$ cat src/rtl/dbus_arbiter.sv
// rtl/dbus_arbiter.sv - two-master data bus arbiter with starvation guard
// Core (M0) has fixed priority; M1 is force-granted after STARVE_LIMIT denied cycles.
module dbus_arbiter #(
   parameter int STARVE_LIMIT = 8,
   parameter int CW           = 8
) (
   input  logic        CLK,
   input  logic        RSTN,
   input  logic        M0_REQ,
   input  logic        M0_WE,
   input  logic [29:0] M0_ADDR,
   input  logic [31:0] M0_WDATA,
   input  logic [3:0]  M0_WSTB,
   output logic        M0_GNT,
   output logic        M0_RVALID,
   output logic [31:0] M0_RDATA,
   input  logic        M1_REQ,
   input  logic        M1_WE,
   input  logic [29:0] M1_ADDR,
   input  logic [31:0] M1_WDATA,
   input  logic [3:0]  M1_WSTB,
   output logic        M1_GNT,
   output logic        M1_RVALID,
   output logic [31:0] M1_RDATA,
   output logic        S_CE,
   output logic        S_WE,
   output logic [29:0] S_ADDR,
   output logic [31:0] S_WDATA,
   output logic [3:0]  S_WSTB,
   input  logic [31:0] S_RDATA
);
   localparam logic [CW-1:0] LIMIT = CW'(STARVE_LIMIT);

   logic [CW-1:0] starve_cnt_q, starve_cnt_d;
   logic          rd_pend_q, rd_pend_d;
   logic          rd_tag_q, rd_tag_d;
   logic          force_m1;
   logic          m0_gnt, m1_gnt;

   // Grants are suppressed combinationally while reset is low so no slave write can slip through.
   always_comb begin
      force_m1 = (starve_cnt_q == LIMIT);
      m0_gnt   = 1'b0;
      m1_gnt   = 1'b0;
      if (RSTN) begin
         m1_gnt = M1_REQ & (~M0_REQ | force_m1);
         m0_gnt = M0_REQ & ~m1_gnt;
      end
   end

   assign M0_GNT = m0_gnt;
   assign M1_GNT = m1_gnt;
   assign S_CE   = m0_gnt | m1_gnt;

   always_comb begin
      S_WE    = 1'b0;
      S_ADDR  = '0;
      S_WDATA = '0;
      S_WSTB  = '0;
      if (m0_gnt) begin
         S_WE    = M0_WE;
         S_ADDR  = M0_ADDR;
         S_WDATA = M0_WDATA;
         S_WSTB  = M0_WE ? M0_WSTB : 4'b0000;
      end else if (m1_gnt) begin
         S_WE    = M1_WE;
         S_ADDR  = M1_ADDR;
         S_WDATA = M1_WDATA;
         S_WSTB  = M1_WE ? M1_WSTB : 4'b0000;
      end
   end

   always_comb begin
      starve_cnt_d = '0;
      if (M1_REQ && !m1_gnt) begin
         starve_cnt_d = (starve_cnt_q >= LIMIT) ? LIMIT : starve_cnt_q + 1'b1;
      end
      rd_pend_d = S_CE & ~S_WE;
      rd_tag_d  = rd_pend_d ? m1_gnt : rd_tag_q;
   end

   always_ff @(posedge CLK) begin
      if (!RSTN) begin
         starve_cnt_q <= '0;
         rd_pend_q    <= 1'b0;
         rd_tag_q     <= 1'b0;
      end else begin
         starve_cnt_q <= starve_cnt_d;
         rd_pend_q    <= rd_pend_d;
         rd_tag_q     <= rd_tag_d;
      end
   end

   // Read data passes straight through to whichever master owns the pending read.
   assign M0_RVALID = rd_pend_q & ~rd_tag_q;
   assign M1_RVALID = rd_pend_q & rd_tag_q;
   assign M0_RDATA  = M0_RVALID ? S_RDATA : 32'h0;
   assign M1_RDATA  = M1_RVALID ? S_RDATA : 32'h0;

endmodule
$ cat config.mk
export PLATFORM = sky130hd
export DESIGN_NAME = dbus_arbiter
export DESIGN_NICKNAME = d
export VERILOG_FILES = /design/src/rtl/dbus_arbiter.sv
export SDC_FILE = /design/constraint.sdc
export NUM_CORES = 1
export LEC_CHECK = 0
export CAP_MARGIN = 20
export CORE_AREA = 2 2 120 122
export CTS_CLUSTER_SIZE = 30
export DETAILED_ROUTE_END_ITERATION = 16
export DIE_AREA = 0 0 122 124
export PLACE_DENSITY = 0.52
export SETUP_SLACK_MARGIN = 0.15
export SLEW_MARGIN = 20
export SYNTH_ARGS = -nofsm -noshare
export SYNTH_HDL_FRONTEND = slang
export SYNTH_SLANG_ARGS = --single-unit
$ cat constraint.sdc
create_clock -name CLK -period 3.7 [get_ports CLK]
set_clock_uncertainty 0.05 [all_clocks]
set_input_delay 0.555 -clock CLK [delete_from_list [all_inputs] [get_ports CLK]]
set_output_delay 0.555 -clock CLK [all_outputs]
set_load 0.02 [all_outputs]
==> impl_metrics.yaml <==
floorplanning:
  start_util_pct: 12.0
  rows: 43
  die_w_um: 122
  io-pin-count: 306
  dieHeight_um: 124
  core_area_sq_um: 13700
  die-area_sq_um: 15100
synthesis:
  ys_seq_area_share_pct: 12.1
  synth_compound_area_share_pct: 44.1
  synth.avg_cell_area_sq_um: 7.93
  synth.cell_area_sq_um: 1650
  synth_cell_type_count: 23
  synth_top_family_by_area: "compound AO/OA/AOI/OAI gates"
  netlist_instances: 208
  synthAdderAreaFrac_pct: 1.52
  synth.mux.area_fraction_pct: 0
  synthSimpleGateAreaFrac_pct: 31.3
  yosys_warnings: 0
  synth_xor_xnor_area_share_pct: 0.531
  ys_ff_latch: 10
global_route:
  grt_max_degree: 49
  antenna_found_initial: 0
  grt_usage_pct: 14.1
  grt_pass1_vias: 3003
  overflow: 0
  grt_pass1_wl_um: 16700
cells_and_area:
  fin_nets: 671
  nFillCells: 1426
  layout_commonest_cell: "clkdlybuf4s50_1"
  area_delta_synth_final_pct: 202
  final_cell_mix: "304 x clkdlybuf4s50_1, 68 x a32o_1, 36 x and3_1"
  seq_area_sq_um: 200
  multi_input_area_sq_um: 1300
  drive_gt1_share_pct: 3.41
  diodes: 0
  final_cells: 678
cts:
  cts_buffer_depth: 2
  cts.clk_slew.worst_paths_ps: 40
  cts_root_buf: "clkbuf_16"
  clk-insertion-delay-late_ps: 230
  cts_resized: 0
  ctsHoldBuffers: 0
  cts-htree-levels: 1
  cts.sinks: 10
  cts_setup_buffers: 0
  cts_buffers: 3
  cts_tree: "yes"
timing:
  tns_ps: 0
  hold_viol: 0
  slew_violations: 0
  setup_viol: 0
  min_period_ps: 3300
  max_freq_mhz: 303
  period_share_pct: 89.1
  rsz0062_at_grt: "no"
worst_setup_path:
  cp_max_fo: 38
  crit_required_ps: 3090
  end_kind: "primary output"
  worstSetupPathType: "primary input to primary output"
  crit_arrival_ps: 2690
  r2r_slack_ps: 2150
  cp-start-kind: "primary input"
  ff2ff_path_depth: 4
routing:
  vias_per_cell: 4.42
  drt-initial-drc-count: 121
  vias: 2998
  wl_per_cell_um: 17.7
  antenna_left: 0
  postRouteWirelength_um: 12000
  firstDrtPassIters: 4
  remaining_drc_errors: 0
power:
  switching_share_pct: 31.5
  clkPwrFrac_pct: 24.8
  p_sw_mw: 0.269
  peakVddDrop_mv: 0.111
  seqPwrFrac_pct: 13.3
  combPwrFrac_pct: 61.9
  power.leakage_nw: 1.86
  powerDensity_nw_per_um2: 172
  power.total_mw: 0.854
  p_int_mw: 0.585
place:
  io_buffers: 305
  dp_hpwl_um: 9790
  dpl.cell_count: 674
  place.gp.congestion: 0.773
worst_hold_path:
  min_path_cells: 1
  hold_class: "register to register"
job:
  drv_cap: 0
status:
  status: "completed"
==> Yosys cell counts (all sizes together) <==
cell type,n,area share (%)
ha,2,1.5
o21ai,1,0.30
buf,12,4.8
o22ai,1,0.76
conb,1,0.23
o211a,1,0.61
and2,34,13
a32o,68,41
nor2b,2,0.76
nand4b,1,0.53
nor2,6,1.4
clkbuf,19,4.3
a21oi,2,0.61
inv,5,1.1
and3,36,14
dfxtp,10,12
nand3,2,0.61
or4,1,0.68
xnor2,1,0.53
or3,1,0.38
nand2b,1,0.38
o2bb2ai,1,0.53
==> metal layers <==
layer / track usage (%) / up-vias / wire, um
met5: 0 / - / 0
met4: 3.52 / 0 / 191
met3: 3.94 / 10 / 1350
met2: 28.0 / 196 / 6340
met1: 14.5 / 1370 / 4090
li1: - / 1422 / -
==> layout make-up <==
type	count	share of cell area, %
Sequential cell	10	4.03
Inverter	5	0.377
Multi-Input combinational cell	165	26.1
Tap cell	180	4.53
Clock buffer	4	1.79
Timing Repair Buffer	314	63.2
==> final timing paths <==
check                   from              end
min          starve_cnt_q[0]  starve_cnt_q[0]
max reg2reg  starve_cnt_q[4]         rd_tag_q
max                   M1_REQ        S_WSTB[0]
min reg2reg  starve_cnt_q[0]  starve_cnt_q[0]
==> registers in the layout, indices dropped and copies added (netlist names) <==
name and cells:
rd_tag_q 1, rd_pend_q 1, starve_cnt_q 8
==> metrics by stage <==
stage          instance area, sq um  setup slack [ps]  util (%)  hold WS (ps)
3_5_place_dp                   4880               401      35.6           413
6_report                       4970               404      36.2           409
4_1_cts                        4970               389      36.2           423
3_3_place_gp                   4880               423      35.6           394
2_1_floorplan                  1660              1450         -           380
5_1_grt                        4970               316      36.2           452
==> power groups by stage <==
stage               sequential, mW  combinational (mW)  clock [mW]
global placement             0.115               0.529           0
CTS                          0.114               0.534       0.215
detailed placement           0.116               0.530           0
finish                       0.114               0.529       0.212
floorplan                    0.116               0.189           0
global route                 0.114               0.558       0.220
==> kinds of logic (layout without fill, tap and decap cells) <==
group	Yosys count	count (layout)
and+or+nand+nor	84	84
other	1	4
adders and majority gates	2	2
xor gates and xnor gates	1	1
DFF	10	10
AOI/OAI and AO/OA	74	74
buffers and inverters	36	323
==> worst max-delay path, cell delays in order <==
cell,delay (ps)
clkdlybuf4s50_1,520
nand4b_1,210
o211a_2,330
buf_12,170
a32o_1,290
clkdlybuf4s50_1,580
Power figures use the tool's default switching activity.
